--- config.mk ---
export PLATFORM = sky130hd
export DESIGN_NAME = ebpf_pc_sequencer_flat
export DESIGN_NICKNAME = d
export VERILOG_FILES = /design/src/rtl/ebpf_pkg.sv /design/src/rtl/ebpf_pc_sequencer_if.sv /design/src/rtl/ebpf_next_pc.sv /design/src/rtl/ebpf_pc_sequencer.sv /design/src/flat_wrapper.sv
export SDC_FILE = /design/constraint.sdc
export NUM_CORES = 1
export LEC_CHECK = 0
export ABC_AREA = 1
export CAP_MARGIN = 15
export CORE_UTILIZATION = 40
export CTS_CLUSTER_SIZE = 25
export DETAILED_ROUTE_END_ITERATION = 10
export PLACE_DENSITY = 0.72
export SLEW_MARGIN = 20
export SYNTH_ARGS = -nofsm -noshare
export SYNTH_HDL_FRONTEND = slang
export SYNTH_SLANG_ARGS = --single-unit
--- constraint.sdc ---
create_clock -name clk -period 3.3 [get_ports clk]
set_input_delay 0.495 -clock clk [delete_from_list [all_inputs] [get_ports clk]]
set_output_delay 0.495 -clock clk [all_outputs]
set_load 0.01 [all_outputs]
--- src/rtl/ebpf_pkg.sv ---
// ebpf_pkg: shared opcodes, jump class codes, sequencer state and next-PC mode encodings
package ebpf_pkg;

    localparam logic [7:0] OP_LDDW = 8'h18;
    localparam logic [7:0] OP_JA   = 8'h05;
    localparam logic [7:0] OP_CALL = 8'h85;
    localparam logic [7:0] OP_EXIT = 8'h95;

    localparam logic [2:0] CLS_JMP   = 3'h5;
    localparam logic [2:0] CLS_JMP32 = 3'h6;

    typedef enum logic [2:0] {
        ST_IDLE,
        ST_FETCH,
        ST_FETCH_HI,
        ST_ISSUE,
        ST_RESOLVE,
        ST_HALT,
        ST_FAULT
    } pc_state_e;

    // Next-PC selection: one slot, two slots (LDDW), or one slot plus jump offset
    typedef enum logic [1:0] {
        NP_SEQ,
        NP_DBL,
        NP_OFF
    } np_mode_e;

endpackage

--- src/rtl/ebpf_pc_sequencer_if.sv ---
// ebpf_pc_sequencer_if: fetch, issue and branch-resolve bundle between the sequencer and memory/execute
//   fetch_req/fetch_addr  -> memory, fetch_ack/fetch_data <- memory
//   issue_valid/issue_insn/issue_imm_hi -> execute, issue_ready <- execute
//   br_resolve/br_taken   <- execute
//   master: sequencer side, slave: memory/execute side
interface ebpf_pc_sequencer_if #(
    parameter int PC_W = 64
);
    logic            fetch_req;
    logic [PC_W-1:0] fetch_addr;
    logic            fetch_ack;
    logic [63:0]     fetch_data;
    logic            issue_valid;
    logic [63:0]     issue_insn;
    logic [31:0]     issue_imm_hi;
    logic            issue_ready;
    logic            br_resolve;
    logic            br_taken;

    modport master (
        output fetch_req, fetch_addr, issue_valid, issue_insn, issue_imm_hi,
        input  fetch_ack, fetch_data, issue_ready, br_resolve, br_taken
    );

    modport slave (
        input  fetch_req, fetch_addr, issue_valid, issue_insn, issue_imm_hi,
        output fetch_ack, fetch_data, issue_ready, br_resolve, br_taken
    );
endinterface

--- src/rtl/ebpf_next_pc.sv ---
// ebpf_next_pc: combinational next-PC adder
//   pc_i      current instruction address
//   off_i     signed 16-bit jump offset in slots
//   mode_i    NP_SEQ: pc+8, NP_DBL: pc+16, NP_OFF: pc+8+sext(off)*8
//   next_pc_o result, modulo 2^PC_W
module ebpf_next_pc
    import ebpf_pkg::*;
#(
    parameter int PC_W       = 64,
    parameter int INSN_BYTES = 8
) (
    input  logic [PC_W-1:0] pc_i,
    input  logic [15:0]     off_i,
    input  np_mode_e        mode_i,
    output logic [PC_W-1:0] next_pc_o
);

    logic [PC_W-1:0] step;
    logic [PC_W-1:0] sext;

    assign step = PC_W'(INSN_BYTES);
    assign sext = {{(PC_W-16){off_i[15]}}, off_i};
    assign next_pc_o = pc_i + step + (mode_i == NP_DBL ? step : mode_i == NP_OFF ? (sext << 3) : '0);

endmodule

--- src/rtl/ebpf_pc_sequencer.sv ---
// ebpf_pc_sequencer: eBPF program counter, sequences fetch -> issue -> resolve and halts on EXIT
//   clk, rst_n            clock, asynchronous active-low reset
//   start_i, start_pc_i   begin a run at start_pc_i (only when idle, halted or faulted)
//   prog_len_i            program size in bytes, used only by the bounds check
//   bus (master)          fetch, issue and branch-resolve handshakes
//   pc_o                  address of the instruction in flight
//   busy_o, halted_o      running / EXIT retired
//   fault_o               out-of-bounds or misaligned fetch address
// Optional feature: define PC_BOUNDS_CHECK_EN to check every fetch address against prog_len_i.
module ebpf_pc_sequencer
    import ebpf_pkg::*;
#(
    parameter int PC_W       = 64,
    parameter int INSN_BYTES = 8
) (
    input  logic                clk,
    input  logic                rst_n,
    input  logic                start_i,
    input  logic [PC_W-1:0]     start_pc_i,
    input  logic [PC_W-1:0]     prog_len_i,
    ebpf_pc_sequencer_if.master bus,
    output logic [PC_W-1:0]     pc_o,
    output logic                busy_o,
    output logic                halted_o,
    output logic                fault_o
);

    pc_state_e       state_q;
    logic [PC_W-1:0] pc_q;
    logic [PC_W-1:0] pc_d;
    logic [PC_W-1:0] tgt;
    logic [PC_W-1:0] hi_addr;
    logic            halted_q;
    logic            fault_q;
    logic            idle;
    logic            is_br;
    logic            launch;
    logic            bad_tgt;
    logic            bad_hi;
    logic [7:0]      op;
    np_mode_e        mode;

    assign op      = bus.issue_insn[7:0];
    assign idle    = state_q inside {ST_IDLE, ST_HALT, ST_FAULT};
    assign is_br   = (op[2:0] == CLS_JMP || op[2:0] == CLS_JMP32) && !(op inside {OP_JA, OP_CALL, OP_EXIT});
    assign mode    = state_q == ST_RESOLVE ? (bus.br_taken ? NP_OFF : NP_SEQ) :
                     op == OP_LDDW ? NP_DBL : op == OP_JA ? NP_OFF : NP_SEQ;
    assign tgt     = idle ? start_pc_i : pc_d;
    assign hi_addr = pc_q + PC_W'(INSN_BYTES);

    // Every path that leaves for a fresh fetch (start, plain accept, branch resolution) funnels through launch
    assign launch  = idle ? start_i :
                     state_q == ST_ISSUE ? bus.issue_ready && op != OP_EXIT && !is_br :
                     state_q == ST_RESOLVE && bus.br_resolve;

    ebpf_next_pc #(.PC_W(PC_W), .INSN_BYTES(INSN_BYTES)) u_next_pc (
        .pc_i      (pc_q),
        .off_i     (bus.issue_insn[31:16]),
        .mode_i    (mode),
        .next_pc_o (pc_d)
    );

`ifdef PC_BOUNDS_CHECK_EN
    localparam int AW = PC_W + 1;

    // Extra top bit keeps addr+8 from wrapping past prog_len
    function automatic logic oob(input logic [PC_W-1:0] a);
        return {1'b0, a} + AW'(INSN_BYTES) > {1'b0, prog_len_i} || a[2:0] != 3'd0;
    endfunction

    assign bad_tgt = oob(tgt);
    assign bad_hi  = oob(hi_addr);
`else
    logic unused_prog_len;

    assign bad_tgt = 1'b0;
    assign bad_hi  = 1'b0;
    assign unused_prog_len = ^prog_len_i;
`endif

    always_ff @(posedge clk or negedge rst_n) begin
        if (!rst_n) begin
            state_q          <= ST_IDLE;
            pc_q             <= '0;
            halted_q         <= 1'b0;
            fault_q          <= 1'b0;
            bus.fetch_req    <= 1'b0;
            bus.fetch_addr   <= '0;
            bus.issue_valid  <= 1'b0;
            bus.issue_insn   <= '0;
            bus.issue_imm_hi <= '0;
        end else begin
            case (state_q)
                ST_FETCH: begin
                    if (bus.fetch_ack) begin
                        bus.issue_insn <= bus.fetch_data;
                        if (bus.fetch_data[7:0] == OP_LDDW) begin
                            state_q        <= bad_hi ? ST_FAULT : ST_FETCH_HI;
                            fault_q        <= bad_hi;
                            bus.fetch_req  <= !bad_hi;
                            bus.fetch_addr <= hi_addr;
                        end else begin
                            state_q          <= ST_ISSUE;
                            bus.fetch_req    <= 1'b0;
                            bus.issue_imm_hi <= '0;
                            bus.issue_valid  <= 1'b1;
                        end
                    end
                end
                ST_FETCH_HI: begin
                    if (bus.fetch_ack) begin
                        state_q          <= ST_ISSUE;
                        bus.fetch_req    <= 1'b0;
                        bus.issue_imm_hi <= bus.fetch_data[63:32];
                        bus.issue_valid  <= 1'b1;
                    end
                end
                ST_ISSUE: begin
                    // Plain instructions are redirected to FETCH by the launch block below
                    if (bus.issue_ready) begin
                        bus.issue_valid <= 1'b0;
                        state_q         <= op == OP_EXIT ? ST_HALT : ST_RESOLVE;
                        halted_q        <= op == OP_EXIT;
                    end
                end
                default: ;
            endcase
            if (launch) begin
                state_q        <= bad_tgt ? ST_FAULT : ST_FETCH;
                pc_q           <= tgt;
                halted_q       <= 1'b0;
                fault_q        <= bad_tgt;
                bus.fetch_req  <= !bad_tgt;
                bus.fetch_addr <= tgt;
            end
        end
    end

    assign pc_o     = pc_q;
    assign busy_o   = !idle;
    assign halted_o = halted_q;
    assign fault_o  = fault_q;

endmodule

--- src/flat_wrapper.sv ---
// flat-port wrapper written by rule: the top's interface ports become plain ports
module ebpf_pc_sequencer_flat import ebpf_pkg::*;
#(
    parameter int PC_W       = 64,
    parameter int INSN_BYTES = 8
)
  (clk, rst_n, start_i, start_pc_i, prog_len_i, pc_o, busy_o, halted_o, fault_o, bus_fetch_req, bus_fetch_addr, bus_issue_valid, bus_issue_insn, bus_issue_imm_hi, bus_fetch_ack, bus_fetch_data, bus_issue_ready, bus_br_resolve, bus_br_taken);
  ebpf_pc_sequencer_if #(.PC_W(PC_W)) bus_i ();
  input  logic clk;
  input  logic rst_n;
  input  logic start_i;
  input  logic [PC_W-1:0] start_pc_i;
  input  logic [PC_W-1:0] prog_len_i;
  output logic [PC_W-1:0] pc_o;
  output logic busy_o;
  output logic halted_o;
  output logic fault_o;
  output wire logic [$bits(bus_i.fetch_req)-1:0] bus_fetch_req;
  output wire logic [$bits(bus_i.fetch_addr)-1:0] bus_fetch_addr;
  output wire logic [$bits(bus_i.issue_valid)-1:0] bus_issue_valid;
  output wire logic [$bits(bus_i.issue_insn)-1:0] bus_issue_insn;
  output wire logic [$bits(bus_i.issue_imm_hi)-1:0] bus_issue_imm_hi;
  input wire logic [$bits(bus_i.fetch_ack)-1:0] bus_fetch_ack;
  input wire logic [$bits(bus_i.fetch_data)-1:0] bus_fetch_data;
  input wire logic [$bits(bus_i.issue_ready)-1:0] bus_issue_ready;
  input wire logic [$bits(bus_i.br_resolve)-1:0] bus_br_resolve;
  input wire logic [$bits(bus_i.br_taken)-1:0] bus_br_taken;
  assign bus_fetch_req = bus_i.fetch_req;
  assign bus_fetch_addr = bus_i.fetch_addr;
  assign bus_issue_valid = bus_i.issue_valid;
  assign bus_issue_insn = bus_i.issue_insn;
  assign bus_issue_imm_hi = bus_i.issue_imm_hi;
  assign bus_i.fetch_ack = bus_fetch_ack;
  assign bus_i.fetch_data = bus_fetch_data;
  assign bus_i.issue_ready = bus_issue_ready;
  assign bus_i.br_resolve = bus_br_resolve;
  assign bus_i.br_taken = bus_br_taken;
  ebpf_pc_sequencer #(.PC_W(PC_W), .INSN_BYTES(INSN_BYTES)) u_core (.clk(clk), .rst_n(rst_n), .start_i(start_i), .start_pc_i(start_pc_i), .prog_len_i(prog_len_i), .bus(bus_i), .pc_o(pc_o), .busy_o(busy_o), .halted_o(halted_o), .fault_o(fault_o));
endmodule
# Word-level counts from Yosys, hierarchy flattened
# Cells that the tools add are included.
[op_classes]
n_addsub = 2
mul = 0
div_mod_pow = 0
n_lt_le_gt_ge = 0
n_eq_ne = 23
shifts = 0
muxes = 41
bitwise = 0
n_reduce_logical = 27
[ops]
columns = ["cell", "count"]
rows = [
  ["$mux 64", 7],
  ["$mux 32", 3],
  ["$add 64x4->64 const B", 1],
  ["$add 64x64->64", 1],
  ["$pmux 32 s2", 1],
  ["$mux 1", 19],
  ["$eq 8x5->1 const B", 2],
  ["$eq 8x8->1 const B", 2],
  ["$eq 3x3->1 const B", 5],
  ["$mux 3", 4],
  ["$reduce_bool 2->1", 6],
  ["$reduce_bool 3->1", 4],
  ["$ne 3x2->1 const B", 3],
  ["$pmux 3 s3", 1],
  ["$eq 8x3->1 const B", 1],
  ["$mux 2", 4],
  ["$ne 2x2->1 const B", 4],
  ["$ne 8x8->1 const B", 1],
  ["$reduce_and 4->1", 2],
  ["$eq 3x2->1 const B", 2],
  ["$reduce_and 3->1", 2],
  ["$reduce_and 5->1", 1],
  ["$logic_and 1x1->1", 4],
  ["$reduce_and 2->1", 2],
  ["9 further kinds", 11],
]
[word_totals]
register_bits = 231
latch_bits = 0
mem_bits_rw = 0
mem_bits_ro = 0
in_bits = 199
n_memories = 0

# Logic depth before layout (Yosys ltp)
# Gate-level depths: netlist of run 1.
[logic_depth]
depth_word = 10
depth_mapped = 30

# By module
# From an unflattened synthesis of run 1, not the netlist that was laid out.
[hier_totals]
cells_unflattened = 2944
hier_area_um2 = 18326.3
[by_module_without_submodules]
columns = ["module", "n_inst", "cells_each", "area_per_inst_um2", "seq_area_each_um2"]
rows = [
  ["ebpf_pc_sequencer", 1, 1603, 11850.1, 5755.5],
  ["ebpf_next_pc", 1, 1341, 6476.2, 0.0],
]

# Worst setup path before layout of run 1
# OpenSTA, ideal clock, no wires.
[synth_path]
kind = "register to register"
from = "reg u_core.state_q[0]"
to = "reg u_core.bus.fetch_addr[42]"
setup_time_ns = 0.127
t_arrival_ns = 3.320
required_time_ns = 3.173
slack_ns = -0.146
stages_incl_launch_ff = 25
period_less_slack_ns = 3.446
path_cell_list = "dfrtp_1 nor2_2 nand2_1 nand3_2 nand2_4 inv_1 clkbuf_1 nor2_1 ha_1 nand3_1 nand3_1 inv_1 o21a_1 o21ai_0 nand2_1 nand2_1 nand3_1 nand2_1 nand2_1 nand2_1 nand2_1 o21ai_1 nor2_1 o21ai_1 a21oi_1"
[synth_between]
elab_chain_len = 8
[synth_rtl]
columns = ["item", "line", "source"]
rows = [
  ["start: declaration", "ebpf_pc_sequencer.sv:28", "pc_state_e state_q;"],
  ["start signal: assignment", "ebpf_pc_sequencer.sv:98", "state_q <= bad_hi ? ST_FAULT : ST_FETCH_HI;"],
  ["start signal: assignment", "ebpf_pc_sequencer.sv:122", "state_q <= op == OP_EXIT ? ST_HALT : ST_RESOLVE;"],
  ["start signal: assignment", "ebpf_pc_sequencer.sv:129", "state_q <= bad_tgt ? ST_FAULT : ST_FETCH;"],
  ["$eq 3x3->1", "ebpf_pc_sequencer.sv:46, ebpf_pc_sequencer.sv:54", ""],
  ["$mux 2", "ebpf_pc_sequencer.sv:46", "assign mode = state_q == ST_RESOLVE ? (bus.br_taken ? NP_OFF : NP_SEQ) :"],
  ["$eq 2x2->1", "ebpf_next_pc.sv:23", "assign next_pc_o = pc_i + step + (mode_i == NP_DBL ? step : mode_i == NP_OFF ? (sext << 3) : '0);"],
  ["$mux 64 (2 in series)", "ebpf_next_pc.sv:23", ""],
  ["$add 64x64->64", "ebpf_next_pc.sv:23", ""],
  ["$mux 64", "ebpf_pc_sequencer.sv:48", "assign tgt = idle ? start_pc_i : pc_d;"],
  ["$mux 64", "ebpf_pc_sequencer.sv:128", "if (launch) begin"],
  ["end signal: assignment", "ebpf_pc_sequencer.sv:101", "bus.fetch_addr <= hi_addr;"],
  ["end signal: assignment", "ebpf_pc_sequencer.sv:134", "bus.fetch_addr <= tgt;"],
  ["end: declaration", "ebpf_pc_sequencer_if.sv:21", "output fetch_req, fetch_addr, issue_valid, issue_insn, issue_imm_hi,"],
]
# Parallel ways exist; a longest one is shown, timed or not.
# A chain may end at the register's enable or synchronous reset.

# Worst setup path in the final report of run 1
[layout_path]
from = "reg u_core.pc_q[14], in the netlist u_core.pc_o[14]"
to = "reg u_core.bus.fetch_addr[60]"
[layout_between]
elab_chain_len = 5
[layout_rtl]
columns = ["item", "line", "source"]
rows = [
  ["start: declaration", "ebpf_pc_sequencer.sv:29", "logic [PC_W-1:0] pc_q;"],
  ["start signal: assignment", "ebpf_pc_sequencer.sv:130", "pc_q <= tgt;"],
  ["$add 64x4->64 (*)", "ebpf_next_pc.sv:23, ebpf_pc_sequencer.sv:49", ""],
  ["parallel branches: the longest is 3 deep, another holds $add 64x64->64", "--", ""],
  ["$mux 64 (*)", "ebpf_pc_sequencer.sv:128", ""],
]
# Every way passes the cells marked *. The select of a mux whose other input is x is not followed.

==> results of run 1 <==
where the power goes:
group	internal [uW]	leakage, uW	switching [uW]
Combinational	7960	0.0119	10000
Sequential	4220	0.00282	977
Clock	1920	0.000460	1350
Total	14100	0.0151	12400
flip-flops by register name (all words and copies together) (netlist names):
register                 count
u_core.bus.fetch_addr       64
u_core.bus.issue_insn       64
u_core.pc_o                 64
u_core.bus.issue_imm_hi     32
u_core.state_q               3
u_core.bus.fetch_req         1
u_core.bus.issue_valid       1
u_core.halted_o              1
routing by layer:
metal,wire length (um),up-vias
met1,34700,10800
li1,-,10200
met2,41000,1263
met5,0,-
met4,6280,0
met3,8540,359
area by class of cell:
cell class | instances | area (um2) | share of cell area (%)
well taps | 539 | 674 | 2.19
flip-flops and latches | 230 | 5760 | 18.7
inverters | 358 | 1380 | 4.46
repair buffers | 1029 | 9100 | 29.5
clock buffers | 39 | 803 | 2.60
multi-input cells | 1928 | 13000 | 42.2
clock inverters | 11 | 139 | 0.450
per-stage QoR:
stage	utilization (%)	power [uW]	hold slack, ps	setup TNS [ps]
finish	73.6	26500	483	-30280
global route	73.6	27800	494	-44580
CTS	69.1	24700	483	-9040
detailed placement	60.3	19900	473	-54250
global placement	60.3	19600	464	-48280
floorplan	-	11700	199	0
layout by cell type (no fill, tap or decap), types with 22 or more instances in the layout:
cell type,Yosys,routed
sky130_fd_sc_hd__a21oi_1,145,78
sky130_fd_sc_hd__a21oi_2,9,65
sky130_fd_sc_hd__buf_4,2,577
sky130_fd_sc_hd__buf_6,2,73
sky130_fd_sc_hd__clkbuf_16,0,29
sky130_fd_sc_hd__clkdlybuf4s50_1,0,361
sky130_fd_sc_hd__dfrtp_1,230,228
sky130_fd_sc_hd__ha_4,0,31
sky130_fd_sc_hd__inv_1,334,283
sky130_fd_sc_hd__inv_2,22,61
sky130_fd_sc_hd__nand2_1,683,526
sky130_fd_sc_hd__nand2_2,47,136
sky130_fd_sc_hd__nand2_4,7,69
sky130_fd_sc_hd__nand3_1,132,68
sky130_fd_sc_hd__nand3_2,18,60
sky130_fd_sc_hd__nand3_4,0,22
sky130_fd_sc_hd__nand4_1,35,35
sky130_fd_sc_hd__nor2_1,377,286
sky130_fd_sc_hd__nor2_2,37,54
sky130_fd_sc_hd__nor2_4,14,88
sky130_fd_sc_hd__o21ai_0,184,133
sky130_fd_sc_hd__o21ai_1,25,39
sky130_fd_sc_hd__o21ai_2,6,39
sky130_fd_sc_hd__xor2_1,50,26
what timing repair did:
action | CTS | global route
pin swaps | 171 | 210
setup endpoints to repair | 94 | 97
hold endpoints to repair | 74 | 0
resized for setup | 546 | 363
hold buffers | 1 | 0
setup buffers | 68 | 58
path summary, 6_finish.rpt:
path | start | endpoint | cells past startpoint
setup / recovery | u_core.pc_o[14] | u_core.bus.fetch_addr[60] | 26
hold / removal | bus_fetch_data[22] | u_core.bus.issue_insn[22] | 3
setup reg to reg | u_core.pc_o[14] | u_core.bus.fetch_addr[60] | 26
hold reg to reg | u_core.bus.issue_imm_hi[8] | u_core.bus.issue_imm_hi[8] | 2
max in group asynchronous | rst_n | u_core.pc_o[2] | 3
min in group asynchronous | rst_n | u_core.pc_o[24] | 2
kinds of logic (layout without fill, tap and decap cells):
| logic type | count (synthesis) | count (layout) |
|---|---|---|
| flip-flops | 230 | 230 |
| multiplexers | 12 | 12 |
| AO/OA/AOI/OAI | 414 | 414 |
| XOR/XNOR | 65 | 65 |
| buffers and inverters | 427 | 1437 |
| other | 1 | 1 |
| adder cells (fa/ha/maj) | 46 | 46 |
| AND/OR/NAND/NOR | 1390 | 1390 |
critical path, delay by kind of cell, from the launching register on:
kind                       cells  cell delay [ps]
buffers and inverters          6              660
xor gates and xnor gates       1              200
and+or+nand+nor               17             2080
DFF                            1              380
adders and majority gates      1              310
AOI/OAI and AO/OA              1              120
==> results.txt, run 1 <==
The synthesized netlist devotes 13.1% of its cell area to compound gates. Static timing analysis puts the maximum clock frequency at 259 MHz. The post-layout net count came out at 3820. The setup slack of the critical path after layout is -560 ps.

The die footprint came out at 43400 um2. The number of antenna-violating nets in the routed design is 0. The post-synthesis mux area share is 0.794%. The checks that failed: setup timing. The fraction of layout cells with a size suffix above 1 is 40.3%. The number of diodes added for antenna fixing came out at 0. The data arrival at the endpoint of the critical path is 4370 ps.

For this run, design rule violations remaining after detail routing come to 0. The post-route clock skew came out at 32.4 ps. In this run the count of I/O pins placed on the die edge is 428.

Power spread over the standard cell area amounts to 857 nW/um2. Summed over its instances, the top area cell type makes up 33.8% of the synthesized netlist area. The first routing iteration left 1897 violations. The number of detailed-routing iterations run before antenna repair is 6. Yosys mapped a number of flops with a built-in enable equal to 0. The placer's final routability congestion estimate is 1.07. Input and output buffers added on the ports amount to 362. After global routing, the most crowded layer is met2. sky130_fd_sc_hd__dfrtp_1 takes more of the synthesized area than any other cell. The die boundary width came out at 208 um. The initial antenna violation count came out at 0. The clock-pin slew of the registers on the worst-case setup and hold paths is 60 ps. The initial core utilization is 40.6%. The instance count after placement with tap cells included came out at 3967. The first global-routing pass estimated 130000 um of wire. The worst hold-check path type is in -> reg. The number of max-capacitance violations reported came out at 0. The flow ran to the end, but the final reports show violations. The fraction of synthesis flops using an asynchronous set or reset pin came out at 100%. Timing analysis after detailed placement gives a worst setup slack of -877 ps. The count of cell types in the netlist is 54. The worst setup path is launched from a flop. The clock tree from TritonCTS is built. The detailed placement HPWL is 65300 um.

The instance area at placement is 25300 um2. The met1 capacity usage during global routing is 48.9%. The cell area after technology mapping is 17000 um2. Counting every instance in the synthesized netlist gives 2585.

The maximum number of buffers from clock root to sink came out at 3. After detailed routing, the total wire length is 90500 um. The cell area after layout came out at 30900 um2.

The synthesized netlist devotes 3.34% of its cell area to XOR and XNOR gates. The number of clock buffers inserted by TritonCTS came out at 28. The site row count is 75. The number of nets in the synthesized netlist came out at 2830. The number of fillers in the final layout came out at 3143. The filler-free cell count of the finished design is 4134. The number of endpoints with negative hold slack in the final report was 0.

At the later pin of the worst-skew pair, clock insertion delay measures 600 ps. Yosys instantiated no cell more often than sky130_fd_sc_hd__nand2_1. The worst supply voltage drop on vdd came out at 0.773 mV.

The sequential-to-total area share from yosys stat came out at 33.8%. The remaining global-route overflow is 0. The count of yosys warnings during synthesis came out at 0. The register bit count reported by yosys came out at 230. In this run the static leakage power is 0.0151 uW. Setup slack on the worst reg-to-reg path comes out at -560 ps. STA classifies the critical path endpoint as a flop. The final clock period utilization by the worst path came out at 117%.

In the final routed layout, each cell accounts on average for 21.9 um. The vias after detailed routing came out at 22600. The number of pins exceeding their max-slew limit in the final report is 0. The met3 usage is 7.34%.

Along the worst path, the maximum fanout reaches 4. The endpoint required time on the critical path came out at 3810 ps. The dominant combinational cell family by area after synthesis is simple AND/OR/NAND/NOR gates. Counting instances in the post-synthesis netlist gives the leading cell types as sky130_fd_sc_hd__nand2_1, sky130_fd_sc_hd__nor2_1, sky130_fd_sc_hd__inv_1, sky130_fd_sc_hd__dfrtp_1, sky130_fd_sc_hd__o21ai_0. Summing the areas of all and, or, nand and nor instances in the mapped netlist gives 35.8% of the synthesized area. The number of global-route vias before repair is 22300. Setup repair after global routing could not meet its margin everywhere. The delay of the slowest cell on the worst path is 380 ps.

The total routing usage reported by global routing came out at 39.0%. The slowest stage of the critical path belongs to the cell sky130_fd_sc_hd__dfrtp_1. After Yosys synthesis, full adders, half adders and majority gates account for 3.42% of the synthesized area.

The critical path is of the reg -> reg type. Using the TritonRoute via totals, the vias-per-cell ratio works out to 5.46. Sorting the synthesized cells by area gives the leading types as sky130_fd_sc_hd__dfrtp_1, sky130_fd_sc_hd__nand2_1, sky130_fd_sc_hd__nor2_1. CTS placed an instance of sky130_fd_sc_hd__clkbuf_16 at the clock tree root. At the pin with the least slew margin, the transition time is 1050 ps.

The time the worst path needs with I/O delays and setup came out at 3860 ps. Measured along the y axis, the die boundary spans 208 um. Entering global routing, the biggest net connects 127 pins. For met2 alone, demand over resource in global routing was 64.1%.

The H-tree depth came out at 1. A synthesized cell averages 6.59 um2. Measured against its own limit, the worst slew margin works out to 30.2%. The area growth from synthesis to layout is 81.2%. The most used flip-flop cell after synthesis is sky130_fd_sc_hd__dfrtp_1. CTS saw 230 sinks. The number of setup violations in the final report came out at 94. The placeable core area came out at 41900 um2.
(Power assumes the default switching activity.)
==> run 2: changes to the inputs <==
--- a/config.mk
+++ b/config.mk
@@ -10,7 +10,7 @@
 export CORE_UTILIZATION = 40
 export CTS_CLUSTER_SIZE = 25
 export DETAILED_ROUTE_END_ITERATION = 10
-export PLACE_DENSITY = 0.72
+export PLACE_DENSITY_LB_ADDON = 0.12
 export SLEW_MARGIN = 20
 export SYNTH_ARGS = -nofsm -noshare
 export SYNTH_HDL_FRONTEND = slang
==> results.txt, run 2 (synthesized netlist as in run 1, its figures left out) <==
After detailed routing, the number of remaining DRC violations is 0. In this run the number of H-tree levels came out at 1. The number of pins exceeding their max-slew limit in the final report is 0. For this run, the slowest stage of the critical path takes 380 ps. During I/O placement, the number of pins put on the boundary was 428. The library cells used most frequently in the layout, excluding fill and tap cells, are sky130_fd_sc_hd__buf_4, sky130_fd_sc_hd__nand2_1, sky130_fd_sc_hd__clkdlybuf4s50_1.

The sink count of the clock tree came out at 230. In this run the vertical extent of the chip is 208 um. The number of endpoints with negative hold slack in the final report came to 0.

The number of global-route vias before repair came out at 21500. For the worst setup path, the data arrival time is 4150 ps. For this design, the slowest cell found on the critical path is sky130_fd_sc_hd__dfrtp_1. At the end of the flow, the number of nets in the layout was 3774. At the later pin of the worst-skew pair, clock insertion delay measures 610 ps. The class of the most critical setup path is reg -> reg. TritonCTS built the clock tree. The worst setup path is launched from a flop. The actual transition at the worst max-transition pin is 809 ps.

The commonest non-fill, non-tap cell in the layout is sky130_fd_sc_hd__buf_4. The final wirelength came out at 86700 um. The remaining global-route overflow came out at 0.

The clock-pin slew of the registers on the worst-case setup and hold paths came out at 60 ps. The total routing usage reported by global routing is 37.6%. The total power divided by cell area is 861 nW/um2.

The via count normalized by instance count is 5.35. The detailed placement HPWL came out at 64900 um. The placer's final routability congestion estimate came out at 1.03. The die boundary width is 208 um. The static leakage is 0.0149 uW. The detail route stage leaves a number of antenna-violating nets equal to 0. The die footprint came out at 43400 um2. The critical path goes through buf_6, nand2_4, nor2_8, nand3_4, nor4_4, nand3_2, nor2_4, buf_6, xor2_1, inv_1, ha_4, nand3_4, buf_6, inv_6, nand2_8, inv_8, nand2_4, nand2_4, nand3b_1, nand2_1, nand3_1, nand3_2, nand2_2, o21ai_1. The number of setup violations in the final report came out at 84. For the final routed database, the setup TNS stands at -14310 ps.

The final clock period utilization by the worst path is 111%. Across the routed clock network, the largest skew measured is 25.7 ps. The maximum number of buffers from clock root to sink came out at 3. The site row count came out at 75.

The initial antenna violation count came out at 0. In the final routed layout, each cell accounts on average for 21.2 um. The worst slack after detailed placement came out at -950 ps.

The final route contains 21900 vias. Entering global routing, the biggest net connects 122 pins. The number of clock buffers inserted by TritonCTS is 29. The final reports fail on setup timing. The worst hold-check path type is in -> async. Subtracting the final worst setup slack from the clock period gives 3660 ps. The layout overhead on the synthesized area is 80.3%. The relative slew slack is 46.1%. The wire length of the first global-routing pass came out at 125000 um. The tree is rooted in a sky130_fd_sc_hd__clkbuf_16. Setup repair after global routing could not meet its margin everywhere. The flow ran to the end, but the final reports show violations. The worst supply voltage drop on vdd came out at 0.824 mV. The number of diodes added for antenna fixing came out at 0.

The number of buffers inserted by port buffering is 362. For this configuration, the core starts out at a cell density of 40.6%. The number of DRC violations after detailed-routing iteration 0 is 1585. The largest fanout of any net on the critical path came out at 4. The endpoint required time on the critical path is 3790 ps. The fraction of layout cells with a size suffix above 1 came out at 40.9%. The placeable core area is 41900 um2. The capturing element type of the critical path is a flop.

The peak clock frequency supported by timing came out at 273 MHz. Across the run, the number of max-cap violations was 0. The setup slack of the critical path after layout is -358 ps.

For this run, the detailed router's first-pass iteration total came to 5.
-- run 2: cell count changes in the layout (fill, tap and decap cells not counted), moves of 6 or more --
cell,before,now
sky130_fd_sc_hd__a21oi_2,65,52
sky130_fd_sc_hd__inv_1,283,277
sky130_fd_sc_hd__o21ai_0,133,139
sky130_fd_sc_hd__nand2_2,136,167
sky130_fd_sc_hd__buf_4,577,533
sky130_fd_sc_hd__nor2_4,88,95
sky130_fd_sc_hd__nor2_1,286,274
sky130_fd_sc_hd__xor2_2,14,21
sky130_fd_sc_hd__nand2_4,69,60
sky130_fd_sc_hd__a21oi_4,12,23
sky130_fd_sc_hd__nand2_1,526,504
-- run 2: metal layers --
layer | up-vias | wire, um | GRT usage (%)
li1 | 10100 | - | -
met1 | 10500 | 34000 | 48.6
met2 | 1055 | 40200 | 62.2
met3 | 243 | 7880 | 6.37
met4 | 0 | 4640 | 15.2
met5 | - | 0 | 0
-- run 2: critical path, delay by kind of cell, from the launching register on --
kind	cells	cell delay (ps)
AOI/OAI and AO/OA	1	80
xor gates and xnor gates	1	140
adders and majority gates	1	330
buffers and inverters	6	650
DFF	1	380
and+or+nand+nor	15	1950
-- run 2: final cells by class --
| cell class | instances | area (um2) |
|---|---|---|
| Multi-Input combinational cell | 1928 | 13200 |
| Clock inverter | 12 | 159 |
| Tap cell | 539 | 674 |
| Inverter | 358 | 1390 |
| Timing Repair Buffer | 982 | 8740 |
| Clock buffer | 38 | 800 |
| Sequential cell | 230 | 5760 |
| Fill cell | 3273 | 11200 |
-- run 2: timing repair --
item / in CTS / in global routing
hold endpoints to repair: 73 / 0
pin swaps: 166 / 209
buffers inserted: 45 / 69
endpoints found under the setup margin: 91 / 97
hold buffers: 1 / 0
gates resized for setup: 438 / 526
-- run 2: power breakdown --
| group | switching, uW | total [uW] | internal [uW] | leakage, uW |
|---|---|---|---|---|
| Clock | 1400 | 3330 | 1930 | 0.000468 |
| Sequential | 966 | 5180 | 4220 | 0.00281 |
| Combinational | 10100 | 17900 | 7850 | 0.0116 |
| Total | 12400 | 26400 | 14000 | 0.0149 |
-- run 2: through the flow --
step	hold slack (ps)	util, %	cell area, um2	std cells	power (uW)
2_1_floorplan	199	-	17000	2585	11700
3_3_place_gp	465	59.7	25000	3932	19700
3_5_place_dp	472	59.7	25000	3932	19900
4_1_cts	447	66.9	28100	4025	24300
5_1_grt	469	73.2	30700	4087	27700
6_report	437	73.2	30700	4087	26400
-- run 2: worst paths after layout --
| path | slack, ps | depth (start not counted) | start | end |
|---|---|---|---|---|
| setup / recovery | -360 | 24 | u_core.pc_o[5] | u_core.pc_o[51] |
| hold / removal | 440 | 2 | rst_n | u_core.pc_o[20] |
| setup reg to reg | -360 | 24 | u_core.pc_o[5] | u_core.pc_o[51] |
| hold reg to reg | 480 | 2 | u_core.bus.issue_imm_hi[5] | u_core.bus.issue_imm_hi[5] |
| max in group asynchronous | 1830 | 3 | rst_n | u_core.pc_o[34] |
| min in group clk | 460 | 3 | bus_fetch_data[39] | u_core.bus.issue_insn[39] |
